==> src/rtl/ahb_cmd_master_pkg.sv <==
// Shared constants for the AHB-Lite command master: HTRANS codes, fixed
// HSIZE/HBURST/HPROT values and the controller state encoding.
// Macro AHB_CMD_MASTER_ERR_ABORT_EN selects abort-on-ERROR behaviour.
package ahb_cmd_master_pkg;

  localparam logic [1:0] HTRANS_IDLE   = 2'b00;
  localparam logic [1:0] HTRANS_NONSEQ = 2'b10;

  localparam logic [2:0] HSIZE_WORD    = 3'b010;
  localparam logic [2:0] HBURST_SINGLE = 3'b000;
  localparam logic [3:0] HPROT_DEFAULT = 4'b0011;

  // RUN: address phases still to issue; DRAIN: only the last data phase left;
  // ERR: second cycle of a two-cycle ERROR response (abort build only).
  typedef enum logic [1:0] {
    ST_IDLE  = 2'd0,
    ST_RUN   = 2'd1,
    ST_DRAIN = 2'd2,
    ST_ERR   = 2'd3
  } state_t;

`ifdef AHB_CMD_MASTER_ERR_ABORT_EN
  localparam bit ERR_ABORT = 1'b1;
`else
  localparam bit ERR_ABORT = 1'b0;
`endif

endpackage

==> src/rtl/ahb_cmd_master.sv <==
// AHB-Lite initiator executing one command of cmd_len+1 word transfers
// (SINGLE/NONSEQ, pipelined address/data) from a valid/ready command port.
// Ports: cmd_* command in; wr_* write stream in; rd_* read stream out (no
// backpressure); done/err/busy status; H* AHB-Lite initiator signals.
// Macro AHB_CMD_MASTER_ERR_ABORT_EN: abort the command on the first ERROR
// cycle; otherwise finish all transfers and report a sticky error with done.
module ahb_cmd_master
  import ahb_cmd_master_pkg::*;
#(
  parameter int AWIDTH = 32,
  parameter int LEN_W  = 8
) (
  input  logic              HCLK,
  input  logic              HRESETn,
  // command port
  input  logic              cmd_valid,
  output logic              cmd_ready,
  input  logic [AWIDTH-1:0] cmd_addr,
  input  logic              cmd_write,
  input  logic [LEN_W-1:0]  cmd_len,
  // write-data stream
  input  logic              wr_valid,
  output logic              wr_ready,
  input  logic [31:0]       wr_data,
  // read-data stream
  output logic              rd_valid,
  output logic [31:0]       rd_data,
  // status
  output logic              done,
  output logic              err,
  output logic              busy,
  // AHB-Lite initiator
  output logic [AWIDTH-1:0] HADDR,
  output logic [1:0]        HTRANS,
  output logic              HWRITE,
  output logic [2:0]        HSIZE,
  output logic [2:0]        HBURST,
  output logic [3:0]        HPROT,
  output logic [31:0]       HWDATA,
  input  logic [31:0]       HRDATA,
  input  logic              HREADY,
  input  logic              HRESP
);

  state_t state, state_nxt;

  logic [AWIDTH-1:0] haddr_q;
  logic              hwrite_q;
  logic [31:0]       hwdata_q;
  logic [LEN_W-1:0]  cnt_q;     // address phases left to issue, minus one
  logic              dp_pend;   // a data phase is outstanding on the bus
  logic              err_q;     // sticky error for the current command

  logic cmd_acc;
  logic addr_acc;
  logic dp_done;
  logic err_first;
  logic abort_now;

  // Word accesses only: the low address bits are dropped at acceptance.
  logic addr_lsb_unused;
  assign addr_lsb_unused = ^cmd_addr[1:0];

  assign cmd_acc   = cmd_valid && cmd_ready;
  assign addr_acc  = (HTRANS == HTRANS_NONSEQ) && HREADY;
  // First cycle of the two-cycle ERROR response for the outstanding transfer.
  assign err_first = dp_pend && HRESP && !HREADY;
  assign abort_now = ERR_ABORT && err_first;
  assign dp_done   = dp_pend && HREADY && ((state == ST_RUN) || (state == ST_DRAIN));

  assign HADDR   = haddr_q;
  assign HWRITE  = hwrite_q;
  assign HWDATA  = hwdata_q;
  assign HSIZE   = HSIZE_WORD;
  assign HBURST  = HBURST_SINGLE;
  assign HPROT   = HPROT_DEFAULT;
  assign rd_data = HRDATA;

  // ---------------------------------------------------------------- state reg
  always_ff @(posedge HCLK or negedge HRESETn) begin
    if (!HRESETn) begin
      state <= ST_IDLE;
    end else begin
      state <= state_nxt;
    end
  end

  // --------------------------------------------------------------- next state
  always_comb begin
    state_nxt = state;
    case (state)
      ST_IDLE: begin
        if (cmd_valid) state_nxt = ST_RUN;
      end
      ST_RUN: begin
        if (abort_now)                          state_nxt = ST_ERR;
        else if (addr_acc && (cnt_q == '0))     state_nxt = ST_DRAIN;
      end
      ST_DRAIN: begin
        if (abort_now)   state_nxt = ST_ERR;
        else if (HREADY) state_nxt = ST_IDLE;
      end
      ST_ERR: begin
        state_nxt = ST_IDLE;
      end
      default: state_nxt = ST_IDLE;
    endcase
  end

  // ------------------------------------------------------------------ outputs
  always_comb begin
    cmd_ready = (state == ST_IDLE);
    busy      = (state != ST_IDLE);
    HTRANS    = HTRANS_IDLE;
    done      = 1'b0;
    err       = 1'b0;
    // Writes only issue when a data word is on offer; the stream keeps
    // wr_valid high until wr_ready, so a stalled NONSEQ stays presented.
    if ((state == ST_RUN) && (!hwrite_q || wr_valid) && !abort_now) begin
      HTRANS = HTRANS_NONSEQ;
    end
    case (state)
      ST_DRAIN: begin
        done = HREADY;
        err  = HREADY && (err_q || HRESP);
      end
      ST_ERR: begin
        done = 1'b1;
        err  = 1'b1;
      end
      default: ;
    endcase
    wr_ready = addr_acc && hwrite_q;
    rd_valid = dp_done && !hwrite_q && !HRESP;
  end

  // ----------------------------------------------------------------- datapath
  always_ff @(posedge HCLK or negedge HRESETn) begin
    if (!HRESETn) begin
      haddr_q  <= '0;
      hwrite_q <= 1'b0;
      hwdata_q <= '0;
      cnt_q    <= '0;
      dp_pend  <= 1'b0;
      err_q    <= 1'b0;
    end else begin
      if (cmd_acc) begin
        haddr_q  <= {cmd_addr[AWIDTH-1:2], 2'b00};
        hwrite_q <= cmd_write;
        cnt_q    <= cmd_len;
      end else if (addr_acc) begin
        haddr_q  <= haddr_q + AWIDTH'(4);
        cnt_q    <= cnt_q - LEN_W'(1);
      end

      // Write data moves into its data phase together with the address.
      if (wr_ready) hwdata_q <= wr_data;

      if (addr_acc)                  dp_pend <= 1'b1;
      else if (HREADY || abort_now)  dp_pend <= 1'b0;

      if (cmd_acc)                   err_q <= 1'b0;
      else if (dp_pend && HRESP)     err_q <= 1'b1;
    end
  end

endmodule

==> config.mk <==
export PLATFORM = sky130hd
export DESIGN_NAME = ahb_cmd_master
export DESIGN_NICKNAME = d
export VERILOG_FILES = /design/src/rtl/ahb_cmd_master_pkg.sv /design/src/rtl/ahb_cmd_master.sv
export SDC_FILE = /design/constraint.sdc
export NUM_CORES = 1
export LEC_CHECK = 0
export BUFFER_PORTS_ARGS = -buffer_cell sky130_fd_sc_hd__buf_2
export CAP_MARGIN = 10
export CORE_UTILIZATION = 40
export CTS_CLUSTER_DIAMETER = 30
export CTS_CLUSTER_SIZE = 40
export DETAILED_ROUTE_END_ITERATION = 10
export GPL_TIMING_DRIVEN = 0
export HOLD_SLACK_MARGIN = 0.08
export PLACE_DENSITY = 0.84
export SLEW_MARGIN = 20
export SYNTH_ARGS = -nofsm -noshare
export SYNTH_HDL_FRONTEND = slang
export SYNTH_SLANG_ARGS = --single-unit
export TNS_END_PERCENT = 100
==> constraint.sdc <==
create_clock -name HCLK -period 5 [get_ports HCLK]
set_input_delay 0.75 -clock HCLK [delete_from_list [all_inputs] [get_ports HCLK]]
set_output_delay 0.75 -clock HCLK [all_outputs]
set_load 0.02 [all_outputs]
==> flow_summary.toml, run 1 <==
[synth]
ys_types = 40
netlist_top_cells_area = "dfrtp_1, mux2_2, buf_4"
synthMuxAreaShare = 0.0987
synth_area_leader_cell = "dfrtp_1"
synth_top_family_by_area = "simple AND/OR/NAND/NOR gates"
synth_compound_area_frac = 0.0642
synthCells = 385
synth_top_area_share = 0.472
synth_simple_gate_area_frac = 0.153
syn_area_mm2 = 0.00398
yosysSeqAreaShare = 0.472
ys_seq_elements = 75
synthXorXnorAreaFrac = 0.0726
synth_fa_ha_area_frac = 0.0283
syn_area_per_cell_um2 = 10.3
yosysWarnings = 0

[floorplanning]
die_h_um = 102
die_area_mm2 = 0.0104
coreArea_mm2 = 0.00968
num_rows = 36
dieWidth_um = 102
start_util = 0.411
pin_count = 226

[detailed_routing]
drc = 0
drt-total-wl_mm = 10.0
drtPass1Iterations = 4
routedWlPerCell_um = 13.9
detail_route.vias_per_cell = 4.80
vias = 3476
detail-route-antenna-nets = 0
drt_iter0_markers = 63

[sta]
hold_viol = 0
min_period_ps = 3100
timing.fmax_mhz = 323
tightest_slew_ps = 707
finalSetupViolCount = 0
slew_headroom = 0.525
drv_slew = 0
skew_ps = 11.7
rsz0062_at_grt = "no"
finalCritPeriodShare = 0.619
tns_ps = 0
holdWs_ps = 375

[global_route]
track_usage = 0.194
grt_util_met2 = 0.340
grt_pass1_wl_mm = 15.4
grt_max_degree = 40
grt_pass1_vias = 3255
met3_usage = 0.0407
use_met1 = 0.228
busiest_layer = "met2"
grt_antenna_before_repair = 0
grt-ovfl-total = 0

[placement]
dp_hpwl_mm = 7.80
gp_congestion = 0.786
io_buffers = 178
place_area_mm2 = 0.00510

[pwr]
p_per_area_mw_per_mm2 = 587
irDropWorstVdd_mv = 0.259
p_leak_nw = 2.69

[clock_tree]
insertion_delay_ps = 340
htree_levels = 3
clock-sinks = 75
cts_resized = 0
postCtsSetupBuffers = 0
cts_tree = "built"
clock_path_buffers = 2
cts_buffers = 9
root_buffer = "clkbuf_8"
clkSlewWorstSetupHoldPaths_ps = 80
hold_buffers = 0

[worst_setup_path]
r2r_start = "state[1]"
end_kind = "output pin"
cp_max_fo = 10
rrSetupSlack_ps = 2630
critPathLaunch = "state[1]"
crit_path_start_kind = "register"
worst_ep_required_time_ps = 4250
path_class = "reg -> out"
arrival_ps = 2350

[worst_hold_path]
hp-class = "in -> async"

[layout]
fill_cells = 861
final_nets = 706
drive_gt1_frac = 0.486
n_antenna_cell = 0
final_area_mm2 = 0.00536
syn2layout_area_growth_pct = 34.7

[job]
max_cap_violations = 0

[status]
status = "finished, final reports clean"
[layout make-up]
type	count	area [um^2]	share of cell area
clock inverter	4	95.1	0.0177
buffer	59	403	0.0752
multi-input combinational	253	1710	0.318
timing repair buffer	179	913	0.170
sequential	75	1880	0.350
inverter	9	33.8	0.00630
tap	133	166	0.0310
clock buffer	12	165	0.0308
[per-stage QoR]
| stage | std cells | power [mW] | utilization | worst slack, ps |
|---|---|---|---|---|
| 4_1_cts | 724 | 3.18 | 0.553 | 1860 |
| 3_5_place_dp | 708 | 2.58 | 0.527 | 2120 |
| 6_report | 724 | 3.15 | 0.553 | 1900 |
| 5_1_grt | 724 | 3.37 | 0.553 | 1740 |
| 2_1_floorplan | 396 | 2.06 | - | 2570 |
| 3_3_place_gp | 707 | 2.51 | 0.524 | 2140 |
[layout by cell type, fill, tap and decap left out, types with 8 or more instances in the layout]
cell,n
nand2_1,52
conb_1,13
dfrtp_1,75
buf_2,181
nand3_1,15
nor2_1,8
clkbuf_1,9
mux2_2,34
nand4_1,8
buf_4,46
o21ai_0,33
ha_1,9
xor2_1,26
clkbuf_8,12
inv_1,9
[cell usage after synthesis]
library cell  number
nor2b_1            1
nor4_1             3
ha_1               9
nor4_4             2
buf_4             45
o21ai_1            5
and4_1             1
mux2_2            34
inv_1              9
a21oi_1            3
nor2_1             8
buf_2              4
nor2_2             1
or2_2              1
nor4b_1            1
nand3b_1           2
nor2b_4            1
or3_1              3
nor3_1             2
nand4b_1           3
o31a_1             1
a21o_1             2
and3_1             5
mux2i_1            1
clkbuf_1           9
nand2_2            1
nand4_1            8
o22ai_1            1
xnor2_1            7
and2_1             3
xor2_1            26
a31oi_1            2
dfrtp_1           75
nand3_2            2
nand2_1           52
o21ai_0           33
a22oi_1            1
conb_1             2
buf_6              1
nand3_1           15
[routing by layer]
layer / part of all wire / routed length [um]
met3: 0.075 / 753
met2: 0.50 / 5010
met1: 0.40 / 4060
met4: 0.022 / 216
met5: 0 / 0
[final timing paths]
path / to / cells past startpoint
worst max register to register: HADDR[26] / 7
min in group HCLK: HWDATA[13] / 1
worst min register to register: HWDATA[13] / 1
max in group asynchronous: HADDR[20] / 2
worst min-delay path: HWDATA[12] / 1
worst max-delay path: wr_ready / 8
[kinds of logic after synthesis]
| group | after synthesis |
|---|---|
| XOR/XNOR | 33 |
| multiplexers | 35 |
| other | 2 |
| flip-flops | 75 |
| AND/OR/NAND/NOR | 115 |
| buffers and inverters | 68 |
| AO/OA/AOI/OAI | 48 |
| adder cells (fa/ha/maj) | 9 |
[registers in the layout, summed over array words and instances (netlist names)]
register	count
HWDATA	32
err_q	1
HWRITE	1
dp_pend	1
state	2
HADDR	30
cnt_q	8
[report_power, final]
group,leakage [nW],internal [mW],switching (mW),total (mW)
Sequential,0.915,0.901,0.254,1.16
Clock,0.133,0.372,0.223,0.595
Combinational,1.64,0.567,0.832,1.40
Total,2.69,1.84,1.31,3.15
[critical path: stages (launching register included)]
cell and delay, ps:
dfrtp_1 420, inv_1 130, ha_1 210, nand2_2 140
nor2_2 320, nand2_1 290, buf_2 280, inv_1 60
buf_2 150
No activity file was read; power rests on OpenSTA's default activity.
==> inputs of run 2 (changes only) <==
--- a/config.mk
+++ b/config.mk
@@ -13,7 +13,7 @@
 export DETAILED_ROUTE_END_ITERATION = 10
 export GPL_TIMING_DRIVEN = 0
 export HOLD_SLACK_MARGIN = 0.08
-export PLACE_DENSITY = 0.84
+export PLACE_DENSITY = 0.87
 export SLEW_MARGIN = 20
 export SYNTH_ARGS = -nofsm -noshare
 export SYNTH_HDL_FRONTEND = slang
==> constraint.sdc (replaced) <==
create_clock -name HCLK -period 2.6 [get_ports HCLK]
set_input_delay 0.39 -clock HCLK [delete_from_list [all_inputs] [get_ports HCLK]]
set_output_delay 0.39 -clock HCLK [all_outputs]
set_load 0.02 [all_outputs]
==> run 2 against run 1 <==
Effect of this change:
- count of clock-buffer cells in the layout fell by 2
- global-route usage grew 0.58 points
- critical endpoint unchanged
- clock skew up 1.2 ps
- sequential share of layout area is 0.082 points lower
- cell area grew 0.23%
- flip-flop and latch count is the same
- clock power increased by 55%
- core utilization is 0.13 points higher
- highest routed layer unchanged
- register-to-register slack worse by 2300 ps
- worst setup slack worse by 1700 ps
==> flow_summary.toml, run 2 (synthesis gave the netlist of run 1 again) <==
[status]
status = "finished, final reports clean"

[clock_tree]
root_buffer = "clkbuf_8"
clock-sinks = 75
insertion_delay_ps = 350
cts_tree = "built"
cts_buffers = 9
htree_levels = 3
clkSlewWorstSetupHoldPaths_ps = 80
clock_path_buffers = 2

[sta]
drv_slew = 0
finalCritPeriodShare = 0.936
skew_ps = 13.0
holdWs_ps = 235
timing.fmax_mhz = 411
setup_slack_ps = 167
min_period_ps = 2430
finalSetupViolCount = 0
hold_viol = 0
slew_headroom = 0.591
tightest_slew_ps = 606

[worst_setup_path]
timing.rr.end = "HADDR[21]"
worst_ep_required_time_ps = 2210
crit_path_start_kind = "register"
r2r_start = "state[1]"
arrival_ps = 2040
crit_end = "wr_ready"
path_class = "reg -> out"
critPathLaunch = "state[1]"
end_kind = "output pin"
r2r_cells = 8
rrSetupSlack_ps = 320
cp_max_fo = 10

[global_route]
grt-ovfl-total = 0
grt_antenna_before_repair = 0
grt_max_degree = 42
track_usage = 0.200
grt_pass1_wl_mm = 15.7
grt_pass1_vias = 3361

[worst_hold_path]
hp-class = "in -> reg"

[detailed_routing]
drtPass1Iterations = 4
detail-route-antenna-nets = 0
routedWlPerCell_um = 13.9
drt-total-wl_mm = 10.2
drt_iter0_markers = 134
vias = 3445
drc = 0
detail_route.vias_per_cell = 4.71

[layout]
final_common_cell = "buf_2"
final_cell_mix = "buf_2, dfrtp_1, buf_4"
fin_util = 0.555
syn2layout_area_growth_pct = 35.0
largest_reg_flops = 32
n_antenna_cell = 0
drive_gt1_frac = 0.492
fin_cells = 732
final_nets = 714

[floorplanning]
die_area_mm2 = 0.0104
coreArea_mm2 = 0.00968
pin_count = 226
dieWidth_um = 102
num_rows = 36
start_util = 0.411
die_h_um = 102

[placement]
dp_hpwl_mm = 7.84
gp_congestion = 0.791
pre_cts_ws_ps = 157
place_inst = 708
io_buffers = 178

[pwr]
p_leak_nw = 2.70
p_per_area_mw_per_mm2 = 1100
irDropWorstVdd_mv = 0.554

[job]
max_cap_violations = 0
run 2: how the worst min path moves through the flow:
stage | startpoint | end | slack, ps | depth (start not counted)
final | cmd_write | HWRITE | 240 | 3
after global routing | cmd_write | HWRITE | 240 | 3
after CTS | cmd_write | HWRITE | 220 | 3
after detailed placement | HRESETn | HWDATA[10] | 380 | 1
after global placement | err_q | err_q | 480 | 2
after floorplan | HRESETn | HADDR[10] | 90 | 0
run 2: what timing repair did:
action	in CTS	in global routing
endpoints found under the hold margin	34	0
endpoints found under the setup margin	1	3
pin swaps	0	2
setup buffers	0	7
hold buffers	1	0
gates resized for setup	2	0
run 2: power breakdown:
group	switching, mW	total [mW]	internal, mW
registers	0.499	2.23	1.73
logic	1.62	2.74	1.12
clock network	0.451	0.920	0.469
total	2.57	5.89	3.32
run 2: stage by stage:
stage / TNS, ps / cell area (um^2) / power, mW
2_1_floorplan: 0 / 4020 / 3.96
3_3_place_gp: 0 / 5080 / 4.83
3_5_place_dp: 0 / 5100 / 4.97
4_1_cts: 0 / 5320 / 5.92
5_1_grt: -0.678 / 5370 / 6.32
6_report: 0 / 5370 / 5.89
run 2: cell type report:
| type | count | area [um^2] |
|---|---|---|
| tap | 133 | 166 |
| fill | 851 | 4310 |
| inverter | 9 | 33.8 |
| buffer | 59 | 403 |
| multi-input combinational | 253 | 1710 |
| sequential | 75 | 1880 |
| clock buffer | 10 | 138 |
| timing repair buffer | 187 | 976 |
| clock inverter | 6 | 65.1 |
run 2: routing by layer:
layer	vias up	part of all wire	global-route usage
li1	1657	-	-
met1	1598	0.41	0.228
met2	178	0.51	0.363
met3	12	0.071	0.0435
met4	0	0.012	0.0758
met5	-	0	0
run 2: worst max-delay path, stage by stage, from the launching register on:
cell and delay, ps:
dfrtp_1 420, inv_1 140, ha_1 210, nand2_2 160, nor2_4 190, nand2_2 140
buf_2 230, inv_1 70, buf_2 150
